### config.mk
export PLATFORM = sky130hd
export DESIGN_NAME = note_sequencer
export DESIGN_NICKNAME = d
export VERILOG_FILES = /design/src/rtl/note_sequencer.sv
export SDC_FILE = /design/constraint.sdc
export NUM_CORES = 1
export LEC_CHECK = 0
export CAP_MARGIN = 15
export CORE_ASPECT_RATIO = 1.1
export CORE_UTILIZATION = 45
export CTS_CLUSTER_DIAMETER = 120
export DETAILED_ROUTE_END_ITERATION = 8
export GPL_TIMING_DRIVEN = 0
export PLACE_DENSITY = 0.7
export REMOVE_ABC_BUFFERS = 1
export SYNTH_ARGS = -nofsm -noshare
export SYNTH_HDL_FRONTEND = slang
export SYNTH_SLANG_ARGS = --single-unit
### constraint.sdc
create_clock -name clk -period 3.4 [get_ports clk]
set_input_delay 0.51 -clock clk [delete_from_list [all_inputs] [get_ports clk]]
set_output_delay 0.51 -clock clk [all_outputs]
set_load 0.03 [all_outputs]
### src/rtl/note_sequencer.sv
// Note sequencer: steps through a fixed ROM of note divider values at a
// programmable beat rate, ascending or descending, with optional looping.
// Optional build macro NOTE_SEQ_PINGPONG_EN: a looping sequence bounces back
// from its endpoint instead of wrapping to the first note.
module note_sequencer #(
    parameter int unsigned DIV_W     = 22,
    parameter int unsigned IDX_W     = 5,
    parameter int unsigned NUM_NOTES = 16,
    parameter int unsigned BEAT_W    = 26
) (
    input  logic              clk,
    input  logic              rst,
    input  logic              start,
    input  logic              en,
    input  logic              dir,
    input  logic              loop,
    input  logic [BEAT_W-1:0] beat_len,
    output logic [DIV_W-1:0]  note_div,
    output logic [IDX_W-1:0]  note_idx,
    output logic              beat_tick,
    output logic              busy,
    output logic              done
);

    typedef enum logic [1:0] {StIdle, StPlay, StHold} state_e;

    localparam logic [IDX_W-1:0] FirstIdx = IDX_W'(1);
    localparam logic [IDX_W-1:0] LastIdx  = IDX_W'(NUM_NOTES);

    state_e             state_q, state_d;
    logic [IDX_W-1:0]   idx_q, idx_d;
    logic [DIV_W-1:0]   div_q;
    logic [BEAT_W-1:0]  cnt_q, cnt_d;
    logic               dir_q, dir_d;
    logic               tick_q, tick_d;
    logic               done_q, done_d;
    logic [BEAT_W-1:0]  beat_last;
    logic               at_end;

    // Fixed note table; index 0 (rest) and anything unmapped give 1.
    function automatic logic [DIV_W-1:0] rom(input logic [IDX_W-1:0] i);
        logic [DIV_W-1:0] v;
        case (int'(i))
            1:       v = DIV_W'(227272);
            2:       v = DIV_W'(204081);
            3:       v = DIV_W'(191571);
            4:       v = DIV_W'(170648);
            5:       v = DIV_W'(151515);
            6:       v = DIV_W'(143266);
            7:       v = DIV_W'(127551);
            8:       v = DIV_W'(113636);
            9:       v = DIV_W'(101215);
            10:      v = DIV_W'(95420);
            11:      v = DIV_W'(85034);
            12:      v = DIV_W'(75758);
            13:      v = DIV_W'(71633);
            14:      v = DIV_W'(63775);
            15:      v = DIV_W'(56818);
            16:      v = DIV_W'(50607);
            default: v = DIV_W'(1);
        endcase
        return v;
    endfunction

    // Next-state logic: restart has priority over advance, end and pause.
    always_comb begin
        state_d = state_q;
        idx_d   = idx_q;
        cnt_d   = cnt_q;
        dir_d   = dir_q;
        tick_d  = 1'b0;
        done_d  = 1'b0;
        // beat_len of 0 behaves like 1
        beat_last = (beat_len == '0) ? '0 : beat_len - BEAT_W'(1);
        at_end    = dir_q ? (idx_q == FirstIdx) : (idx_q == LastIdx);

        if (start) begin
            state_d = StPlay;
            idx_d   = dir ? LastIdx : FirstIdx;
            cnt_d   = '0;
            dir_d   = dir;
        end else begin
            unique case (state_q)
                StIdle: begin
                    idx_d = '0;
                    cnt_d = '0;
                end
                StPlay, StHold: begin
                    if (!en) begin
                        state_d = StHold;
                    end else begin
                        // Leaving HOLD counts in the same cycle, resuming the frozen count
                        state_d = StPlay;
                        if (cnt_q >= beat_last) begin
                            cnt_d  = '0;
                            tick_d = 1'b1;
                            if (at_end) begin
                                if (loop) begin
`ifdef NOTE_SEQ_PINGPONG_EN
                                    dir_d = ~dir_q;
                                    if (NUM_NOTES == 1) begin
                                        idx_d = FirstIdx;
                                    end else begin
                                        idx_d = dir_q ? IDX_W'(2) : IDX_W'(NUM_NOTES - 1);
                                    end
`else
                                    idx_d = dir_q ? LastIdx : FirstIdx;
`endif
                                end else begin
                                    state_d = StIdle;
                                    idx_d   = '0;
                                    done_d  = 1'b1;
                                end
                            end else begin
                                idx_d = dir_q ? idx_q - IDX_W'(1) : idx_q + IDX_W'(1);
                            end
                        end else begin
                            cnt_d = cnt_q + BEAT_W'(1);
                        end
                    end
                end
                default: state_d = StIdle;
            endcase
        end
    end

    // State registers; note_div is looked up from the next index so it
    // changes on the same edge as note_idx.
    always_ff @(posedge clk or posedge rst) begin
        if (rst) begin
            state_q <= StIdle;
            idx_q   <= '0;
            div_q   <= DIV_W'(1);
            cnt_q   <= '0;
            dir_q   <= 1'b0;
            tick_q  <= 1'b0;
            done_q  <= 1'b0;
        end else begin
            state_q <= state_d;
            idx_q   <= idx_d;
            div_q   <= rom(idx_d);
            cnt_q   <= cnt_d;
            dir_q   <= dir_d;
            tick_q  <= tick_d;
            done_q  <= done_d;
        end
    end

    assign note_idx  = idx_q;
    assign note_div  = div_q;
    assign beat_tick = tick_q;
    assign done      = done_q;
    assign busy      = (state_q != StIdle);

endmodule
Word level (Yosys, flattened, before mapping)
Memory sizes are Yosys's and may differ from the RTL's. A register that Yosys moved wholly into a read port is not among the register bits.
Cells that the tools add are included.

word-level totals
  input bits = 32
  memory bits (read-only) = 576
  memory bits (writable) = 0
  register bits after elaboration = 58
  logic and storage cells = 56
  output and inout port bits = 30
  memories kept = 1
  bits in latches = 0

cells by class
  add/sub/neg operators = 4
  div/mod/pow operators = 0
  order comparisons = 1
  bitwise gates (word level) = 0
  eq/ne operators = 6
  reduce and logical (&&, ||, !) cells = 6
  shifts and indexed selects = 0
  multiplexer cells = 31
  multiply operators = 0

memory list
  name              words  bits a word  rd ports  clocked after Yosys merged registers in  write ports  line  source
  (name not given)  32     18           1         1                                        0            43    case (int'(i))

operators with widths
  kind                                                                  count
  26-bit two-way mux                                                    4
  26-bit one-hot mux with 2 select lines                                1
  5-bit two-way mux                                                     8
  26-bit by 1-bit adder with 26-bit output, second input constant       1
  26-bit greater-or-equal comparator                                    1
  26-bit logical NOT                                                    1
  26-bit by 1-bit subtractor with 26-bit output, second input constant  1
  1-bit two-way mux                                                     14
  5-bit one-hot mux with 2 select lines                                 1
  5-bit by 1-bit adder with 5-bit output, second input constant         1
  5-bit by 1-bit == test with 1-bit output, second input constant       1
  5-bit == test, second input constant                                  1
  5-bit by 1-bit subtractor with 5-bit output, second input constant    1
  2-bit two-way mux                                                     2
  2-bit one-hot mux with 2 select lines                                 1
  3-bit inequality test, second input constant                          1
  3-bit nonzero test                                                    1
  2-bit by 1-bit == test with 1-bit output, second input constant       1
  2-bit == test, second input constant                                  1
  2-bit logical NOT                                                     1
  2-bit inequality test, second input constant                          1
  2-bit AND reduction                                                   1
  2-bit nonzero test                                                    1
  2-bit OR reduction                                                    1

Depth between registers and ports, before layout
Gate-level depths: netlist (run 1).

  word-level depth = 7
  mapped depth = 25
  mapped depth without buffers = 22

Least setup slack after synthesis (run 1)
OpenSTA, ideal clock, no wires.

  path kind = in2reg
  start point = input port beat_len[2]
  end point = register div_q[1] (netlist: note_div[1])
  arrival = 5.679 ns
  stages = 21
  data required time = 3.276 ns
  slack = -2.403 ns
  buffers on the path = 4
  library setup time = 0.124 ns
  cell sequence = or4_4 -> or4_4 -> or4b_1 -> buf_2 -> or3_1 -> buf_2 -> buf_6 -> nand2_2 -> ha_1 -> a211oi_1 -> nor2_1 -> o311ai_1 -> a21oi_1 -> mux2_2 -> and2_1 -> clkbuf_1 -> inv_1 -> ha_1 -> o311ai_0 -> a31oi_1 -> a211o_1

on the way
  cells in the longest elaborated chain, start to end = 7
  elaborated cells between the ends (all ways) = 8
  those cells by class = add/sub (1); order compare (1); mux (5); reduce/logical (1)

ends and longest elaborated chain
  what                                                                                        line  source
  start: declaration                                                                          17    input logic [BEAT_W-1:0] beat_len,
  26-bit by 1-bit subtractor with 26-bit output / 26-bit logical NOT (equally long branches)  74    beat_last = (beat_len == '0) ? '0 : beat_len - BEAT_W'(1);
  26-bit two-way mux (*)                                                                      74
  26-bit greater-or-equal comparator (*)                                                      94    if (cnt_q >= beat_last) begin
  5-bit two-way mux (*)                                                                       94
  5-bit two-way mux (*)                                                                       89    if (!en) begin
  5-bit one-hot mux with 2 select lines (*)                                                   83    unique case (state_q)
  5-bit two-way mux (*)                                                                       77    if (start) begin
  net idx_d[1]                                                                                31    logic [IDX_W-1:0] idx_q, idx_d;
  end: declaration                                                                            32    logic [DIV_W-1:0] div_q;

The timed path passes the listed nets; every way through them passes the cells marked *.
A chain may end at the register's enable or synchronous reset.

Worst setup path after layout (run 1)
  start point = input port beat_len[2]
  end point = register div_q[1] (netlist: note_div[1])

on the way
  cells in the longest elaborated chain, start to end = 7
  elaborated cells between the ends (all ways) = 8
  those cells by class = add/sub (1); order compare (1); mux (5); reduce/logical (1)

ends and longest elaborated chain
  what                                                                                        line
  26-bit by 1-bit subtractor with 26-bit output / 26-bit logical NOT (equally long branches)  74
  26-bit two-way mux (*)                                                                      74
  26-bit greater-or-equal comparator (*)                                                      94
  5-bit two-way mux (*)                                                                       94
  5-bit two-way mux (*)                                                                       89
  5-bit one-hot mux with 2 select lines (*)                                                   83
  5-bit two-way mux (*)                                                                       77

Mark *: on every way between the ends. The rest lies on a longest branch, timed or not.

==> reports/results.tsv, run 1 <==
metric	value	unit
run status	finished, violations left	
failing checks	setup timing	
area grow syn2layout	49.9	%
FILL cells	666	
# Max-Cap Violations	0	
wire length of the first global-routing pass	22300	um
R2R Setup Slk	-0.20	ns
number of buffers created by CTS	5	
unrepaired setup endpoints after global routing	true	
ratio of final minimum period to clock period	149	%
root buffer cell	sky130_fd_sc_hd__clkbuf_8	
most used cells in the layout excluding fill and tap cells	sky130_fd_sc_hd__nand2_1, sky130_fd_sc_hd__dfrtp_1, sky130_fd_sc_hd__buf_4, sky130_fd_sc_hd__clkdlybuf4s50_1, sky130_fd_sc_hd__ha_1	
count of nets left with antenna violations after detail routing	0	
count of warnings emitted by yosys	0	
drt first pass iters	5	
Via Count	4784	
number of enable flip-flop cells after synthesis	0	
worst hold path class	in -> async	
maximum number of pins on one net before global-route repair	34	
final clock skew	0.0154	ns
via density per instance	6.06	
Finished Cell Area	6650	um2
DIE AREA	10300	um2
Mean Syn Cell Area	8.08	um2
setup tns final	-67.71	ns
final-stage net count	747	
critical path endpoint category	flip-flop	
Syn Std Cell Area	4430	um2
diode insertion count for antenna repair	0	
top-level I/O count	62	
DIE HEIGHT	106	um
total wire length	13900	um
sequential-to-total area share from yosys stat	30.5	%
clock latency at the later pin of the worst-skew pair	0.31	ns
gate count of the mapped netlist	549	
violation count after the first detailed-route iteration	232	
arrival time at the worst endpoint	5.28	ns
Static Leakage	2.86	nW
Tot GR Track Use	26.0	%
clock slew at reported path FFs	0.11	ns
Clock Sinks	54	
final global-route overflow total	0	
final cell utilization of the core	70.4	%
number of flip-flops and latches in the synthesized netlist	54	
FF-to-FF path depth	13	
terminus of the critical flop-to-flop path	note_div[12]	
post-route total power	0.00203	W
Top FF cell, synth	sky130_fd_sc_hd__dfrtp_1	
Worst R2R Start	note_idx[0]	
number of library cell types mapped by synthesis	60	
wire length per cell	17.7	um
fmax	0.197	GHz
required time of the worst setup path	3.59	ns
Fin. Hold Viols	0	
number of H-tree levels	2	
placed wire-length estimate	7880	um
Max-slew headroom	31.7	%
sort of element at the start of the critical path	input pin	
final critical-path setup slack	-1.68	ns
initial antenna violation count	0	
transition time at the pin with the least slew margin	1.02	ns
initial standard-cell utilization of the core	47.0	%
Placed Instance Area	5080	um2
class of the most critical setup path	in -> reg	
gp weighted congestion	0.942	
most common cell after layout, fill and taps aside	sky130_fd_sc_hd__nand2_1	
DIE WIDTH	96.6	um
final-report setup violation count	52	
Worst Path Max Fanout	7	
time the final worst path needs with I/O delays and setup	5.08	ns
VDD IR max	0.244	mV
ratio of cells with drive above 1 in the final layout	33.1	%
number of buffers on the longest clock path	2	
post-synthesis async set-or-reset flop share	100	%
number of pins with negative max-slew slack in the final report	0	
I/O Buffers	57	
power density over the cells	305	nW/um2
clock tree from TritonCTS	done	
DRC violation count after routing	0	
row count	37	
core area	9440	um2
via count of the first global-routing pass	4745	
[per-layer routing]
layer / part of all wire (%) / global-route usage [%] / routed length, um
met5: 0 / 0 / 0
met4: 3.4 / 9.49 / 469
met3: 5.7 / 4.34 / 791
met2: 52 / 48.4 / 7300
met1: 39 / 29.7 / 5390
[cells in the mapped netlist, types with 4 or more instances]
cell type	n	share of area [%]
sky130_fd_sc_hd__and2_1	4	0.56
sky130_fd_sc_hd__o21a_1	4	0.68
sky130_fd_sc_hd__inv_1	25	2.1
sky130_fd_sc_hd__a21oi_1	29	3.3
sky130_fd_sc_hd__nand3_1	20	2.3
sky130_fd_sc_hd__buf_4	5	0.85
sky130_fd_sc_hd__a31oi_1	5	0.71
sky130_fd_sc_hd__or3_1	4	0.56
sky130_fd_sc_hd__nor2b_1	7	0.99
sky130_fd_sc_hd__nor2_1	38	3.2
sky130_fd_sc_hd__xor2_1	20	4.0
sky130_fd_sc_hd__nand4_1	11	1.6
sky130_fd_sc_hd__nor3_1	22	2.5
sky130_fd_sc_hd__ha_1	43	12
sky130_fd_sc_hd__o21ai_0	46	5.2
sky130_fd_sc_hd__and3_1	6	0.85
sky130_fd_sc_hd__clkbuf_1	13	1.1
sky130_fd_sc_hd__o211ai_1	8	1.4
sky130_fd_sc_hd__o31ai_1	17	2.9
sky130_fd_sc_hd__mux2i_1	4	0.90
sky130_fd_sc_hd__a211oi_1	4	0.68
sky130_fd_sc_hd__nand2_1	72	6.1
sky130_fd_sc_hd__nor4_1	9	1.3
sky130_fd_sc_hd__o22ai_1	5	0.71
sky130_fd_sc_hd__dfrtp_1	53	30
sky130_fd_sc_hd__buf_2	5	0.56
sky130_fd_sc_hd__nand2b_1	8	1.1
sky130_fd_sc_hd__xnor2_1	7	1.4
[worst max-delay path, cell delays in order]
cell and delay, ns:
sky130_fd_sc_hd__buf_8 0.10, sky130_fd_sc_hd__or4_4 0.53, sky130_fd_sc_hd__or4_4 0.46, sky130_fd_sc_hd__or4b_4 0.57
sky130_fd_sc_hd__buf_4 0.18, sky130_fd_sc_hd__nor2_1 0.14, sky130_fd_sc_hd__a21oi_2 0.08, sky130_fd_sc_hd__ha_1 0.30
sky130_fd_sc_hd__nand4_1 0.11, sky130_fd_sc_hd__buf_6 0.15, sky130_fd_sc_hd__nor4_4 0.27, sky130_fd_sc_hd__buf_4 0.18
sky130_fd_sc_hd__o311ai_4 0.13, sky130_fd_sc_hd__buf_4 0.20, sky130_fd_sc_hd__a221oi_2 0.25, sky130_fd_sc_hd__o221a_2 0.30
sky130_fd_sc_hd__clkinvlp_4 0.21, sky130_fd_sc_hd__buf_4 0.20, sky130_fd_sc_hd__nand2_4 0.07, sky130_fd_sc_hd__o22ai_2 0.07
sky130_fd_sc_hd__a211o_1 0.27
[how the worst max path moves through the flow]
| stage | startpoint | to | slack, ns |
|---|---|---|---|
| after floorplan | beat_len[2] | note_div[1] | -2.61 |
| after global placement | beat_len[2] | note_div[13] | -4.30 |
| after detailed placement | beat_len[2] | note_div[13] | -4.03 |
| after CTS | beat_len[2] | note_div[5] | -1.69 |
| after global routing | beat_len[2] | note_div[5] | -1.82 |
| final | beat_len[2] | note_div[1] | -1.68 |
[logic make-up (layout without fill, tap and decap cells)]
kind of cell             Yosys count  after routing  synth area share, %
AO/OA/AOI/OAI                    139            139                 19.8
XOR/XNOR                          27             27                 5.33
adder cells (fa/ha/maj)           43             43                 12.1
buffers and inverters             55            173                 5.73
flip-flops                        54             54                 30.5
multiplexers                       7              8                 1.66
other                              1              4               0.0846
AND/OR/NAND/NOR                  223            225                 24.8
[stage by stage]
| step | std cells | setup WS, ns | hold slack [ns] |
|---|---|---|---|
| 2_1_floorplan | 524 | -2.61 | 0.451 |
| 3_3_place_gp | 698 | -4.30 | 0.481 |
| 3_5_place_dp | 701 | -4.03 | 0.481 |
| 4_1_cts | 762 | -1.69 | 0.504 |
| 5_1_grt | 790 | -1.82 | 0.562 |
| 6_report | 790 | -1.68 | 0.531 |
[area by class of cell]
| cell class | instances | area, um2 | area share [%] |
|---|---|---|---|
| Multi-Input combinational cell | 446 | 3600 | 54.1 |
| Sequential cell | 54 | 1350 | 20.3 |
| Timing Repair Buffer | 138 | 1350 | 20.3 |
| Tap cell | 117 | 146 | 2.20 |
| Inverter | 27 | 118 | 1.77 |
| Clock buffer | 6 | 72.6 | 1.09 |
| Clock inverter | 2 | 13.8 | 0.207 |
[sequential cells by signal, summed over array words and instances (netlist names)]
register / flops
beat_tick: 1
note_idx: 5
state_q: 2
note_div: 18
done: 1
dir_q: 1
cnt_q: 26
[power breakdown]
group | switching (W) | internal [W]
registers | 0.0000310 | 0.000698
clock network | 0.000220 | 0.000146
logic | 0.000511 | 0.000419
total | 0.000762 | 0.00126
[what timing repair did]
action,4_1_cts,5_1_grt
gates cloned,6,1
setup buffers,47,32
gates resized for setup,159,105
hold buffers,0,0
pin swaps,42,51
endpoints found under the setup margin,52,52
(Power assumes the default switching activity.)
==> run 2, diff against run 1 <==
CORE_MARGIN = 8   (was default)
GPL_TIMING_DRIVEN = default   (was 0)
==> run 2 against run 1 <==
- the flow still finishes with violations (setup timing)
- critical path depth is the same
- global-route usage shrank 3.9 points
- die area grew 30%
- register-to-register slack gained 0.18 ns
- non-clock buffer count grew 69
- final area grew 6.0%
- maximum frequency shrank 1.9%
- largest power group unchanged
==> reports/results.tsv, run 2 (same netlist as run 1, synthesis figures left out) <==
metric	value	unit	change
final critical-path setup slack	-1.78	ns	-0.0977 ns
class of the most critical setup path	in -> reg		
area grow syn2layout	58.9	%	
critical-path cell with the highest stage delay	sky130_fd_sc_hd__or4b_4		
row count	38		+2.7%
wire length of the first global-routing pass	24800	um	+11%
I/O Buffers	57		unchanged
power density over the cells	294	nW/um2	-3.6%
clock slew at reported path FFs	0.10	ns	about the same
number of flip-flops under the largest register name	26		unchanged
number of pins with negative max-slew slack in the final report	0		unchanged
final global-route overflow total	0		unchanged
gp weighted congestion	1.00		+6.4%
Clock Sinks	54		unchanged
DIE AREA	13300	um2	+30%
Static Leakage	3.17	nW	+11%
number of buffers on the longest clock path	2		unchanged
register name with the most flops	cnt_q		
root buffer cell	sky130_fd_sc_hd__clkbuf_8		
violation count after the first detailed-route iteration	374		+61%
Max-slew headroom	62.4	%	+31 points
DIE WIDTH	111	um	+14%
cell-by-cell trace of the critical path	buf_6 -> or4_4 -> or4_4 -> or4b_4 -> or3_4 -> buf_6 -> nand2_2 -> ha_1 -> nand4_1 -> buf_4 -> nor4_4 -> buf_4 -> o311ai_4 -> and2_4 -> o31a_1 -> nor2_4 -> inv_4 -> buf_6 -> ha_4 -> or3_1 -> o211ai_1		
number of stages on the worst setup path	21		unchanged
Worst R2R Start	cnt_q[25]		
VDD IR max	0.293	mV	+20%
total wire length	15400	um	+10%
FF-to-FF path depth	14		+1
terminus of the critical flop-to-flop path	note_div[7]		
startpoint of the most critical hold path	cnt_q[0]		
failing checks	setup timing		
sort of element at the start of the critical path	input pin		
initial antenna violation count	0		unchanged
clock latency at the later pin of the worst-skew pair	0.31	ns	about the same
final-stage net count	814		+9.0%
ratio of cells with drive above 1 in the final layout	36.4	%	+3.2 points
DIE HEIGHT	120	um	+13%
Worst Path Max Fanout	6		-1
CP most frequent cell	sky130_fd_sc_hd__buf_6		
Fin. Hold Viols	0		unchanged
Finished Cell Area	7050	um2	+6.0%
arrival time at the worst endpoint	5.40	ns	+0.12 ns
initial standard-cell utilization of the core	45.5	%	-1.5 points
Worst Setup Slack post-DPL	-2.83	ns	+1.19 ns
R2R Setup Slk	-0.02	ns	+0.18 ns
most used cells in the layout excluding fill and tap cells	sky130_fd_sc_hd__buf_4, sky130_fd_sc_hd__nand2_1, sky130_fd_sc_hd__dfrtp_1, sky130_fd_sc_hd__clkdlybuf4s50_1, sky130_fd_sc_hd__ha_1		
required time of the worst setup path	3.62	ns	+0.03 ns
Hold Buf Count CTS	0		unchanged
fmax	0.193	GHz	-1.9%
endpoint of the worst hold-timing path	cnt_q[0]		
maximum number of pins on one net before global-route repair	30		-12%
Critical path buffers and inverters	6		-1
top-level I/O count	62		unchanged
number of buffers created by CTS	5		unchanged
worst hold path class	reg -> reg		
crit-path leading delay family	simple AND/OR/NAND/NOR gates		
delay contributed by the slowest stage of the critical path	0.55	ns	-0.02 ns
worst hold path cell count	1		
wire length per cell	17.9	um	+1.4%
unrepaired setup endpoints after global routing	true		
placed wire-length estimate	10200	um	+30%
critical path endpoint category	flip-flop		
via density per instance	5.83		-3.7%
number of H-tree levels	2		unchanged
run status	finished, violations left		
DRC violation count after routing	0		unchanged
drt first pass iters	5		unchanged
# Max-Cap Violations	0		unchanged
transition time at the pin with the least slew margin	0.560	ns	-0.459 ns
count of nets left with antenna violations after detail routing	0		unchanged
Tot GR Track Use	22.1	%	-3.9 points
final clock skew	0.00664	ns	-0.00875 ns
via count of the first global-routing pass	5163		+8.8%
ratio of final minimum period to clock period	152	%	+2.9 points
final-report setup violation count	52		unchanged
time the final worst path needs with I/O delays and setup	5.18	ns	+0.0977 ns
core area	9750	um2	+3.2%
diode insertion count for antenna repair	0		unchanged
most common cell after layout, fill and taps aside	sky130_fd_sc_hd__buf_4		
Via Count	5017		+4.9%
clock tree from TritonCTS	done		
Placed Instance Area	5910	um2	+16%
run 2: layer usage:
metal	GRT usage, %	up-vias	wire (um)
li1	-	2360	-
met1	25.1	2425	6220
met2	40.0	186	8000
met3	3.29	46	667
met4	9.55	0	510
met5	0	-	0
run 2: how the worst max path moves through the flow:
| stage | startpoint | end | slack [ns] |
|---|---|---|---|
| global route | beat_len[2] | note_div[7] | -1.92 |
| global placement | beat_len[13] | note_div[3] | -2.76 |
| detailed placement | beat_len[13] | note_div[12] | -2.83 |
| CTS | beat_len[2] | note_div[7] | -1.60 |
| finish | beat_len[2] | note_div[7] | -1.78 |
| floorplan | beat_len[2] | note_div[1] | -2.61 |
run 2: what timing repair did:
action | 4_1_cts | 5_1_grt
gates resized for setup | 163 | 44
setup buffers | 24 | 9
setup endpoints to repair | 52 | 52
cloned | 3 | 0
pin swaps | 40 | 37
run 2: per-stage QoR:
stage	hold WS [ns]	util, %	power (W)	TNS (ns)	cells
after floorplan	0.451	-	0.00113	-112.80	524
after global placement	0.495	60.6	0.00148	-118.07	816
after detailed placement	0.538	60.6	0.00148	-121.51	816
after CTS	0.560	70.1	0.00200	-66.40	851
after global routing	0.599	72.3	0.00216	-79.91	860
final	0.565	72.3	0.00207	-71.68	860
run 2: final cells by class:
type | count | area [um2]
well taps | 120 | 150
multi-input cells | 443 | 3430
repair buffers | 207 | 1900
repair inverters | 1 | 6.26
clock buffers | 7 | 86.3
clock inverters | 1 | 8.76
flip-flops and latches | 54 | 1350
fillers | 673 | 2700
inverters | 27 | 114
run 2: power by group:
group          internal [W]  total [W]  switching [W]
clock network      0.000169   0.000387       0.000218
logic              0.000438   0.000948       0.000510
registers          0.000698   0.000734      0.0000358
total               0.00131    0.00207       0.000763
==> run 3, diff against run 2 <==
MAX_ROUTING_LAYER = met4   (was default)
PLACE_DENSITY = 0.68   (was 0.7)
clock period = 5.7 ns   (was 3.4 ns; I/O delays follow)
==> run 3 against run 2 <==
- the run now ends clean
- combinational power down 53%
- clock power down 45%
- critical path depth shrank 1
- highest routed layer unchanged
==> reports/results.tsv, run 3 (same netlist as run 1, synthesis figures left out) <==
metric	value	unit	change
delay contributed by the slowest stage of the critical path	0.54	ns	about the same
Worst Setup Slack post-DPL	-0.684	ns	+2.15 ns
I/O Buffers	57		unchanged
VDD IR max	0.126	mV	-57%
time the final worst path needs with I/O delays and setup	5.52	ns	
number of pins with negative max-slew slack in the final report	0		unchanged
power density over the cells	179	nW/um2	-39%
post-route total power	0.00109	W	-47%
wire length of the first global-routing pass	21300	um	-14%
Worst Path Max Fanout	5		-1
switching power of the nets	0.000394	W	-48%
top-level I/O count	62		unchanged
initial antenna violation count	0		unchanged
DIE AREA	13300	um2	unchanged
met2 wire length	6260	um	-22%
clock latency at the later pin of the worst-skew pair	0.32	ns	about the same
DR WL met3	376	um	-44%
fmax	0.181	GHz	
via count of the first global-routing pass	4523		-12%
number of H-tree levels	2		unchanged
wire length per cell	15.5	um	-14%
count of nets left with antenna violations after detail routing	0		unchanged
Clock Sinks	54		unchanged
Fin. Hold Viols	0		unchanged
critical-path cell with the highest stage delay	sky130_fd_sc_hd__or4_4		
DIE HEIGHT	120	um	unchanged
number of flip-flops under the largest register name	26		unchanged
via density per instance	5.57		-4.5%
Max-slew headroom	45.6	%	-17 points
placed wire-length estimate	9150	um	-11%
worst hold path class	reg -> reg		
Gate power share	40.7	%	-5.1 points
sequential cell fraction of total power	39.8	%	+4.3 points
FILL cells	864		+28%
maximum number of pins on one net before global-route repair	55		+83%
run status	finished, final reports clean		
DRC violation count after routing	0		unchanged
final global-route overflow total	0		unchanged
most used cells in the layout excluding fill and tap cells	sky130_fd_sc_hd__buf_4, sky130_fd_sc_hd__nand2_1, sky130_fd_sc_hd__dfrtp_1, sky130_fd_sc_hd__clkdlybuf4s50_1, sky130_fd_sc_hd__o21ai_0		
root buffer cell	sky130_fd_sc_hd__clkbuf_8		
Tot GR Track Use	19.1	%	-3.0 points
Static Leakage	2.75	nW	-13%
ratio of cells with drive above 1 in the final layout	22.2	%	-14 points
total wire length	12400	um	-19%
initial standard-cell utilization of the core	45.5	%	unchanged
number of buffers on the longest clock path	2		unchanged
gp weighted congestion	0.883		-12%
highest metal layer with signal wires	met4		
internal power	0.000698	W	-47%
number of buffers created by CTS	5		unchanged
critical path endpoint category	flip-flop		
clock network fraction of design power	19.4	%	+0.7 points
clock slew at reported path FFs	0.10	ns	about the same
final-report setup violation count	0		-100%
DIE WIDTH	111	um	unchanged
most common cell after layout, fill and taps aside	sky130_fd_sc_hd__buf_4		
final-stage net count	758		-6.9%
routed metal-1 wire length	5610	um	-9.8%
Sw Ratio	36.1	%	-0.82 points
final clock skew	0.00667	ns	+0.0000302 ns
violation count after the first detailed-route iteration	287		-23%
final critical-path setup slack	0.180	ns	+1.96 ns
register name with the most flops	cnt_q		
required time of the worst setup path	5.91	ns	+2.29 ns
Via Count	4478		-11%
arrival time at the worst endpoint	5.73	ns	+0.33 ns
sort of element at the start of the critical path	input pin		
clock tree from TritonCTS	done		
area grow syn2layout	37.2	%	
core area	9750	um2	unchanged
cell-by-cell trace of the critical path	dlygate4sd2_1 -> or4_4 -> or4_4 -> or4b_4 -> or3_4 -> buf_6 -> nand2_1 -> ha_1 -> nand4_1 -> nor4_4 -> a22oi_1 -> and3_4 -> buf_4 -> a2111o_1 -> a21oi_2 -> or2_4 -> buf_4 -> buf_6 -> o22ai_1 -> a32o_1		
drt first pass iters	4		-1
row count	38		unchanged
transition time at the pin with the least slew margin	0.812	ns	+0.252 ns
class of the most critical setup path	in -> reg		
diode insertion count for antenna repair	0		unchanged
ratio of final minimum period to clock period	96.8	%	
# Max-Cap Violations	0		unchanged
-- run 3: metal layers --
layer	vias up	GRT usage (%)
li1	2251	-
met1	2138	22.9
met2	74	31.9
met3	15	2.84
met4	0	7.02
met5	-	-
-- run 3: metrics by stage --
stage / std cells / hold slack, ns / instance area [um2] / util (%) / setup TNS [ns]
floorplan: 524 / 0.451 / 4290 / - / -15.10
global placement: 786 / 0.483 / 5680 / 58.3 / -11.84
detailed placement: 786 / 0.481 / 5680 / 58.3 / -13.16
CTS: 799 / 0.494 / 5880 / 60.4 / 0
global route: 804 / 0.520 / 6080 / 62.4 / -0.00172
finish: 804 / 0.489 / 6080 / 62.4 / 0
-- run 3: worst max-delay path, delay by kind of cell --
| family | cells | cell delay (ns) |
|---|---|---|
| adders and majority gates | 1 | 0.14 |
| AOI/OAI and AO/OA | 5 | 1.01 |
| and+or+nand+nor | 9 | 2.95 |
| buffers and inverters | 5 | 0.78 |
-- run 3: final cells by class --
| type | count | area, um2 | area share, % |
|---|---|---|---|
| clock buffers | 8 | 80.1 | 1.32 |
| inverters | 27 | 106 | 1.75 |
| multi-input cells | 443 | 3060 | 50.3 |
| flip-flops and latches | 54 | 1350 | 22.2 |
| well taps | 120 | 150 | 2.47 |
| repair buffers | 152 | 1340 | 21.9 |
-- run 3: path summary, 6_finish.rpt --
path                                   from          end  slack (ns)  cells past startpoint
min in group asynchronous               rst  note_div[8]        1.04                      3
worst max-delay path            beat_len[4]  note_div[3]        0.18                     20
max in group asynchronous               rst     cnt_q[9]        4.20                      3
worst min register to register    cnt_q[25]    cnt_q[25]        0.49                      1
worst min-delay path              cnt_q[25]    cnt_q[25]        0.49                      1
worst max register to register    cnt_q[23]  note_div[3]        2.45                     13
-- run 3: power groups by stage --
stage | clock [W] | sequential, W | combinational [W]
floorplan | 0 | 0.000498 | 0.000177
global placement | 0 | 0.000442 | 0.000416
detailed placement | 0 | 0.000442 | 0.000423
CTS | 0.000221 | 0.000435 | 0.000434
global route | 0.000234 | 0.000438 | 0.000482
finish | 0.000212 | 0.000435 | 0.000445
-- run 3: repair_timing --
action	4_1_cts	5_1_grt
gates resized for setup	29	40
hold endpoints to repair	0	0
buffers inserted	3	5
hold buffers	0	0
cloned	2	0
endpoints found under the setup margin	18	18
pin swaps	15	21
